### src/rtl/riscv_lsu.sv
// RV32I load/store unit: one LOAD/STORE at a time over a valid/ready data bus,
// with completion timeout and load extension. Define LSU_MISALIGN_TRAP_EN to trap misaligned accesses.
module riscv_lsu #(
  parameter int ADDR_W         = 32,
  parameter int TIMEOUT_CYCLES = 255
) (
  input  logic              clk,
  input  logic              rst_n,
  input  logic              req_valid,
  output logic              req_ready,
  input  logic              req_store,
  input  logic [2:0]        req_funct3,
  input  logic [ADDR_W-1:0] req_addr,
  input  logic [31:0]       req_wdata,
  input  logic [4:0]        req_rd,
  output logic              resp_valid,
  input  logic              resp_ready,
  output logic [31:0]       resp_rdata,
  output logic [4:0]        resp_rd,
  output logic              resp_err,
  output logic              resp_misalign,
  output logic              mem_valid,
  input  logic              mem_ready,
  output logic              mem_we,
  output logic [ADDR_W-1:0] mem_addr,
  output logic [3:0]        mem_be,
  output logic [31:0]       mem_wdata,
  input  logic              mem_rvalid,
  input  logic [31:0]       mem_rdata,
  input  logic              mem_err,
  output logic              busy
);
  localparam int CNT_W = (TIMEOUT_CYCLES > 0) ? $clog2(TIMEOUT_CYCLES + 1) : 1;

  typedef enum logic [1:0] {S_IDLE, S_REQ, S_WAIT, S_RESP} state_e;

  state_e              state_q, state_d;
  logic                store_q, store_d;
  logic [2:0]          funct3_q, funct3_d;
  logic [ADDR_W-1:0]   addr_q, addr_d;
  logic [31:0]         wdata_q, wdata_d;
  logic [4:0]          rd_q, rd_d;
  logic [31:0]         rdata_q, rdata_d;
  logic                err_q, err_d;
  logic [CNT_W-1:0]    cnt_q, cnt_d, cnt_inc;
  logic                req_illegal;
  logic [ADDR_W-1:0]   req_addr_al;
  logic [7:0]          ld_byte;
  logic [15:0]         ld_half;
  logic [31:0]         ld_data;
`ifdef LSU_MISALIGN_TRAP_EN
  logic                misalign_q, misalign_d;
  logic                req_misalign;
  assign req_misalign = (req_funct3[1:0] == 2'b01 && req_addr[0]) ||
                        (req_funct3[1:0] == 2'b10 && (|req_addr[1:0]));
`endif

  // Latched address is already naturally aligned; with the trap enabled a misaligned one never reaches REQ.
  always_comb begin
    req_illegal = req_store ? (req_funct3 >= 3'b011)
                            : (req_funct3 == 3'b011 || req_funct3[2:1] == 2'b11);
    req_addr_al = req_addr;
    case (req_funct3[1:0])
      2'b01:   req_addr_al[0]   = 1'b0;
      2'b10:   req_addr_al[1:0] = 2'b00;
      default: ;
    endcase
  end

  always_comb begin
    case (addr_q[1:0])
      2'd0:    ld_byte = mem_rdata[7:0];
      2'd1:    ld_byte = mem_rdata[15:8];
      2'd2:    ld_byte = mem_rdata[23:16];
      default: ld_byte = mem_rdata[31:24];
    endcase
    ld_half = addr_q[1] ? mem_rdata[31:16] : mem_rdata[15:0];
    case (funct3_q)
      3'b000:  ld_data = {{24{ld_byte[7]}}, ld_byte};
      3'b001:  ld_data = {{16{ld_half[15]}}, ld_half};
      3'b010:  ld_data = mem_rdata;
      3'b100:  ld_data = {24'd0, ld_byte};
      3'b101:  ld_data = {16'd0, ld_half};
      default: ld_data = 32'd0;
    endcase
  end

  always_ff @(posedge clk or negedge rst_n) begin
    if (!rst_n) begin
      state_q    <= S_IDLE;
      store_q    <= 1'b0;
      funct3_q   <= 3'd0;
      addr_q     <= '0;
      wdata_q    <= 32'd0;
      rd_q       <= 5'd0;
      rdata_q    <= 32'd0;
      err_q      <= 1'b0;
      cnt_q      <= '0;
`ifdef LSU_MISALIGN_TRAP_EN
      misalign_q <= 1'b0;
`endif
    end else begin
      state_q    <= state_d;
      store_q    <= store_d;
      funct3_q   <= funct3_d;
      addr_q     <= addr_d;
      wdata_q    <= wdata_d;
      rd_q       <= rd_d;
      rdata_q    <= rdata_d;
      err_q      <= err_d;
      cnt_q      <= cnt_d;
`ifdef LSU_MISALIGN_TRAP_EN
      misalign_q <= misalign_d;
`endif
    end
  end

  always_comb begin
    state_d    = state_q;
    store_d    = store_q;
    funct3_d   = funct3_q;
    addr_d     = addr_q;
    wdata_d    = wdata_q;
    rd_d       = rd_q;
    rdata_d    = rdata_q;
    err_d      = err_q;
    cnt_d      = cnt_q;
    cnt_inc    = cnt_q + CNT_W'(1);
`ifdef LSU_MISALIGN_TRAP_EN
    misalign_d = misalign_q;
`endif
    case (state_q)
      S_IDLE: if (req_valid) begin
        store_d  = req_store;
        funct3_d = req_funct3;
        addr_d   = req_addr_al;
        wdata_d  = req_wdata;
        rd_d     = req_rd;
        rdata_d  = 32'd0;
        err_d    = 1'b0;
`ifdef LSU_MISALIGN_TRAP_EN
        misalign_d = 1'b0;
        if (req_illegal) begin
          err_d   = 1'b1;
          state_d = S_RESP;
        end else if (req_misalign) begin
          misalign_d = 1'b1;
          state_d    = S_RESP;
        end else begin
          state_d = S_REQ;
        end
`else
        if (req_illegal) begin
          err_d   = 1'b1;
          state_d = S_RESP;
        end else begin
          state_d = S_REQ;
        end
`endif
      end
      S_REQ: if (mem_ready) begin
        cnt_d   = '0;
        state_d = S_WAIT;
      end
      // Completion wins over a timeout expiring in the same cycle.
      S_WAIT: if (mem_rvalid) begin
        err_d   = mem_err;
        rdata_d = (mem_err || store_q) ? 32'd0 : ld_data;
        state_d = S_RESP;
      end else if (TIMEOUT_CYCLES != 0) begin
        cnt_d = cnt_inc;
        if (cnt_inc == CNT_W'(TIMEOUT_CYCLES)) begin
          err_d   = 1'b1;
          rdata_d = 32'd0;
          state_d = S_RESP;
        end
      end
      S_RESP: if (resp_ready) state_d = S_IDLE;
      default: state_d = S_IDLE;
    endcase
  end

  always_comb begin
    req_ready  = (state_q == S_IDLE);
    busy       = (state_q != S_IDLE);
    mem_valid  = (state_q == S_REQ);
    resp_valid = (state_q == S_RESP);
    mem_we     = mem_valid & store_q;
    mem_addr   = mem_valid ? {addr_q[ADDR_W-1:2], 2'b00} : '0;
    mem_be     = 4'h0;
    mem_wdata  = 32'd0;
    if (mem_valid) begin
      mem_be    = 4'hF;
      mem_wdata = wdata_q;
      if (store_q) begin
        case (funct3_q[1:0])
          2'b00: begin
            mem_be    = 4'b0001 << addr_q[1:0];
            mem_wdata = {4{wdata_q[7:0]}};
          end
          2'b01: begin
            mem_be    = 4'b0011 << addr_q[1:0];
            mem_wdata = {2{wdata_q[15:0]}};
          end
          default: ;
        endcase
      end
    end
    resp_rdata = resp_valid ? rdata_q : 32'd0;
    resp_rd    = resp_valid ? rd_q : 5'd0;
    resp_err   = resp_valid & err_q;
`ifdef LSU_MISALIGN_TRAP_EN
    resp_misalign = resp_valid & misalign_q;
`else
    resp_misalign = 1'b0;
`endif
  end
endmodule

### config.mk
export PLATFORM = sky130hd
export DESIGN_NAME = riscv_lsu
export DESIGN_NICKNAME = d
export VERILOG_FILES = /design/src/rtl/riscv_lsu.sv
export SDC_FILE = /design/constraint.sdc
export NUM_CORES = 1
export LEC_CHECK = 0
export ABC_AREA = 1
export BUFFER_PORTS_ARGS = -buffer_cell sky130_fd_sc_hd__buf_2
export CORE_MARGIN = 1.5
export CORE_UTILIZATION = 50
export DETAILED_ROUTE_END_ITERATION = 8
export GPL_ROUTABILITY_DRIVEN = 0
export PLACE_DENSITY = 0.79
export SYNTH_ARGS = -nofsm -noshare
export SYNTH_HDL_FRONTEND = slang
export SYNTH_SLANG_ARGS = --single-unit
### constraint.sdc
create_clock -name clk -period 2.2 [get_ports clk]
set_clock_uncertainty 0.05 [all_clocks]
set_input_delay 0.33 -clock clk [delete_from_list [all_inputs] [get_ports clk]]
set_output_delay 0.33 -clock clk [all_outputs]
set_load 0.005 [all_outputs]
Yosys cells after proc, flatten, opt, wreduce, memory -nomap -nowiden
Cells that the tools add are included.

Register bits after elaboration: 116. Input port bits: 112. Output and inout bits: 112. Logic and storage cells: 84.

Add/subtract/negate cells: 1. Magnitude comparators: 1. Equal/unequal tests: 20. Shift-type cells: 2. Multiplexer cells: 35. Bitwise gates (word level): 2. Reductions and logical operators: 14.

Operators with widths (number): 32-bit two-way mux (8); 32-bit one-hot mux with 5 select lines (1); 32-bit one-hot mux with 2 select lines (2); 8-bit one-hot mux with 3 select lines (1); 16-bit two-way mux (1); 8-bit two-way mux (2); 8-bit one-hot mux with 2 select lines (1); 2-bit two-way mux (6); 2-bit == test (second input constant) (5); 8-bit by 1-bit adder with 8-bit output (second input constant) (1); 2-bit by 1-bit == test with 1-bit output (second input constant) (4); 8-bit == test (second input constant) (1); 4-bit two-way mux (2); 2-bit one-hot mux with 4 select lines (1); 4-bit one-hot mux with 2 select lines (1); 1-bit two-way mux (7); 3-bit by 2-bit == test with 1-bit output (second input constant) (2); 3-bit == test (second input constant) (2); 2-bit logical NOT (3); 3-bit AND reduction (2); 2-bit nonzero test (3); 5-bit two-way mux (1); 2-bit by 1-bit != test with 1-bit output (second input constant) (2); 2-bit != test (second input constant) (2); other kinds (12) (14).

Depth between registers and ports, before layout
Word-level depth: 6. Mapped depth: 13. Mapped depth without buffers: 12.

Worst setup path before layout
Ideal clock, no wire load.

Kind: flip-flop to output port. From: register state_q[1]. To: output mem_addr[10]. Arrival time: 1.437 ns. Data required time: 1.820 ns. Slack: 0.383 ns. Cell stages (with the launch flop): 8. Path buffers: 3. Cells stage by stage: dfrtp_1 inv_1 ha_1 buf_2 clkbuf_1 clkbuf_1 nand2_1 inv_1.

Cells in the longest elaborated chain, start to end: 2.

RTL lines: start: declaration (line 37) `state_e state_q, state_d;`; start signal: assignment (line 103) `state_q <= state_d;`; 2-bit by 1-bit == test with 1-bit output (line 186) `mem_valid = (state_q == S_REQ);`; named net mem_valid (line 22) `output logic mem_valid,`; 32-bit two-way mux (line 189) `mem_addr = mem_valid ? {addr_q[ADDR_W-1:2], 2'b00} : '0;`; end: declaration (line 25) `output logic [ADDR_W-1:0] mem_addr,`.

The timed path passes the listed nets, and every way through them passes these cells.

Final worst setup path
From: register funct3_q[1]. To: output mem_wdata[31].

Cells in the longest elaborated chain, start to end: 4. Elaborated cells on any way between the ends: 5. Classes of those cells: eq/ne (1); mux (3); reduce/logical (1).

RTL lines: start: declaration (line 39) `logic [2:0] funct3_q, funct3_d;`; start signal: assignment (line 105) `funct3_q <= funct3_d;`; 2-bit by 1-bit == test with 1-bit output / 2-bit logical NOT (equally long branches) (line 196) `case (funct3_q[1:0])`; 32-bit one-hot mux with 2 select lines * (line 196); 32-bit two-way mux * (line 195) `if (store_q) begin`; 32-bit two-way mux * (line 192) `if (mem_valid) begin`; end: declaration (line 27) `output logic [31:0] mem_wdata,`.

Mark *: on every way between the ends. The rest lies on a longest branch, timed or not.

==> flow_summary_export.csv <==
group,metric,value,unit
status,status,"complete, no violations",
grt,grt_usage,27.44,%
setup_path,r2r-start,"cnt_q[1]",
pwr,cellPowerDensity,1295,nW/um^2
cells_and_area,drive_above_1_share,24.60,%
routing,routed_via_density,5.047,
cells_and_area,nNetsFinal,1357,
routing,vias,7192,
setup_path,startpoint,"funct3_q[1]",
die,dieHeight,119.7,um
routing,routedWlPerCell,13.87,um
synth,async_flop_share,100.0,%
setup_path,cp-end-kind,"primary output",
worst_hold_path,worstHoldPathCells,3,
clock_network,cts_buffer_depth,2,
synth,syn_inst,1024,
pwr,p_int,6.625,mW
pwr,power_frac_comb,45.5,%
cells_and_area,final_core_utilization,66.74,%
placement,place_hpwl,13740,um
sta,final.setup.tns,0,ns
sta,fmax,0.4640,GHz
pwr,power_frac_clock,23.8,%
grt,grt.overflow.total,0,
sta,rsz0062_at_grt,"yes",
pwr,p_sw_share,42.12,%
die,start_util,51.44,%
setup_path,crit_type,"flip-flop to primary output",
grt,grt_pass1_vias,6368,
sta,finalCriticalPeriod,2.155,ns
die,chipWidth,119.7,um
synth,synth_flop_cell,"dfrtp_1",
die,coreArea,13240,sq um
sta,fin_ws,0.04472,ns
synth,ys_seq_elements,116,
pwr,seq_power_share,30.6,%
synth,synthDistinctLibCells,34,
pwr,p_leak,5.408,nW
worst_hold_path,hold_path_class,"input pin to flip-flop",
setup_path,crit_arrival,1.78,ns
routing,drc,0,
die,dieArea,14330,sq um
sta,tightest_slew,0.7066,ns
setup_path,setup.worst_path.start_class,"flip-flop",
routing,ant_nets,0,
die,ios,224,
clock_network,root_buffer,"clkbuf_16",
routing,drt-initial-drc-count,565,
grt,grt_pass1_wl,30970,um
placement,place_ws,0.2371,ns
job,cap_violations,0,
cells_and_area,area_growth,29.76,%
sta,hold_slack,0.04841,ns
synth,ys_warn_count,0,
pwr,p_switching,4.820,mW
clock_network,cts_buffers,17,
cells_and_area,fill_cells,1187,
clock_network,worstSkewPairLatency,0.42,ns
clock_network,cts.clk_slew.worst_paths,0.05,ns
synth,syn_area,6812,sq um
sta,finalCritPeriodShare,97.97,%
sta,drv_slew,0,
placement,dp_cells,1386,
routing,first_pass_iters,6,
sta,hold_viol,0,
clock_network,cts_tree,"built",
setup_path,reg2regPathDepth,12,
sta,setup_viol,0,
clock_network,cts-htree-levels,4,
synth,yosysSeqAreaShare,42.62,%
synth,synth_area_per_cell,6.652,sq um
grt,grt_max_degree,71,
pwr,ir_worst_vdd,0.0007464,V
clock_network,cts_num_sinks,116,
setup_path,crit_required,1.82,ns
routing,drt_wl_total,19770,um
grt,antenna_found_initial,1,
cells_and_area,stdcell_count,1425,
placement,portBuffers,220,
sta,slew_headroom,52.90,%
setup_path,critPathMaxFanout,3,
die,rows,42,
worst_hold_path,holdCritStartpoint,"req_wdata[2]",
synth,synth-edff-count,0,
## cells in the mapped netlist (2+ instances only)
master	n	area [sq um]
a21oi_1	67	335.3
a31oi_1	2	12.51
buf_1	4	15.01
buf_2	13	65.06
buf_4	8	60.06
buf_6	4	45.04
clkbuf_1	30	112.6
dfrtp_1	116	2903
ha_1	8	100.1
inv_1	128	480.5
inv_2	2	7.510
nand2_1	441	1655
nand2_2	2	12.51
nand2_4	2	22.52
nand3_1	51	255.2
nand3_2	2	20.02
nand3b_1	2	15.01
nor2_1	46	172.7
nor2_4	2	22.52
o211ai_1	4	30.03
o21ai_0	74	370.4
o21ai_1	2	10.01
o22ai_1	3	18.77
## layout by cell type, fill, tap and decap left out, types with 5 or more instances in the layout
master / count
o21ai_0: 74
inv_2: 8
buf_2: 219
clkbuf_8: 5
dfrtp_1: 115
buf_4: 19
buf_12: 7
ha_1: 7
nand3_1: 51
inv_1: 122
nand2_1: 438
nor2_1: 44
clkbuf_16: 18
a21oi_1: 64
## worst max-delay path, cell delays in order, from the launching register on
cell and delay [ns]:
dfrtp_1 0.40, inv_2 0.09, nand2_4 0.06, buf_6 0.13
nor2_4 0.09, inv_2 0.05, o211ai_1 0.29, nor2_1 0.11
buf_2 0.14
## final timing paths
check | end | slack [ns]
worst max-delay path | mem_wdata[31] | 0.04
worst max register to register | rdata_q[1] | 0.21
max in group asynchronous | addr_q[1] | 1.12
worst min register to register | rdata_q[16] | 0.42
min in group asynchronous | wdata_q[2] | 0.37
worst min-delay path | wdata_q[2] | 0.05
## power by group through the flow
stage               sequential (mW)  clock (mW)  combinational, mW
finish                         3.50        2.73               5.21
global route                   3.59        2.85               5.81
CTS                            3.48        2.75               5.03
detailed placement             3.49           0               4.86
global placement               3.48           0               4.74
floorplan                      3.31           0               3.39
## cells by family (layout without fill, tap and decap cells)
logic type	count (synthesis)	after routing	synth area share, %
adder cells (fa/ha/maj)	8	8	1.470
other	1	4	0.05505
flip-flops	116	116	42.62
AND/OR/NAND/NOR	552	552	32.29
AO/OA/AOI/OAI	156	156	11.88
buffers and inverters	191	413	11.68
## area by class of cell
cell class              count  area (sq um)  area share, %
well taps                 176         220.2          2.492
diodes                      1         2.502        0.02831
repair buffers            251          1463          16.55
clock buffers              26         509.2          5.762
multi-input cells         719          3167          35.83
flip-flops and latches    116          2904          32.86
clock inverters             4         70.07         0.7928
inverters                 132         503.0          5.691
## routing by layer
| metal | global-route usage [%] | part of all wire, % |
|---|---|---|
| met5 | 0 | 0 |
| met3 | 7.319 | 7.9 |
| met4 | 11.01 | 2.2 |
| met2 | 43.93 | 47 |
| met1 | 35.49 | 43 |
## stage by stage
stage	area [sq um]	power, mW
2_1_floorplan	6819	6.698
3_3_place_gp	8098	8.219
3_5_place_dp	8098	8.342
4_1_cts	8760	11.26
5_1_grt	8838	12.25
6_report	8838	11.45
## state kept, by name (all words and copies together), names as in the netlist, 2 cells and up
name and flops:
addr_q 32, cnt_q 8, funct3_q 3, rd_q 5
rdata_q 32, state_q 2, wdata_q 32
## timing repair
action / CTS / global route
endpoints found under the hold margin: 33 / 0
pin swaps: 1 / 3
cloned: 0 / 1
resized for setup: 17 / 9
setup endpoints to repair: 53 / 46
buffers inserted: 2 / 4
hold buffers: 1 / 0
(Power assumes the default switching activity.)
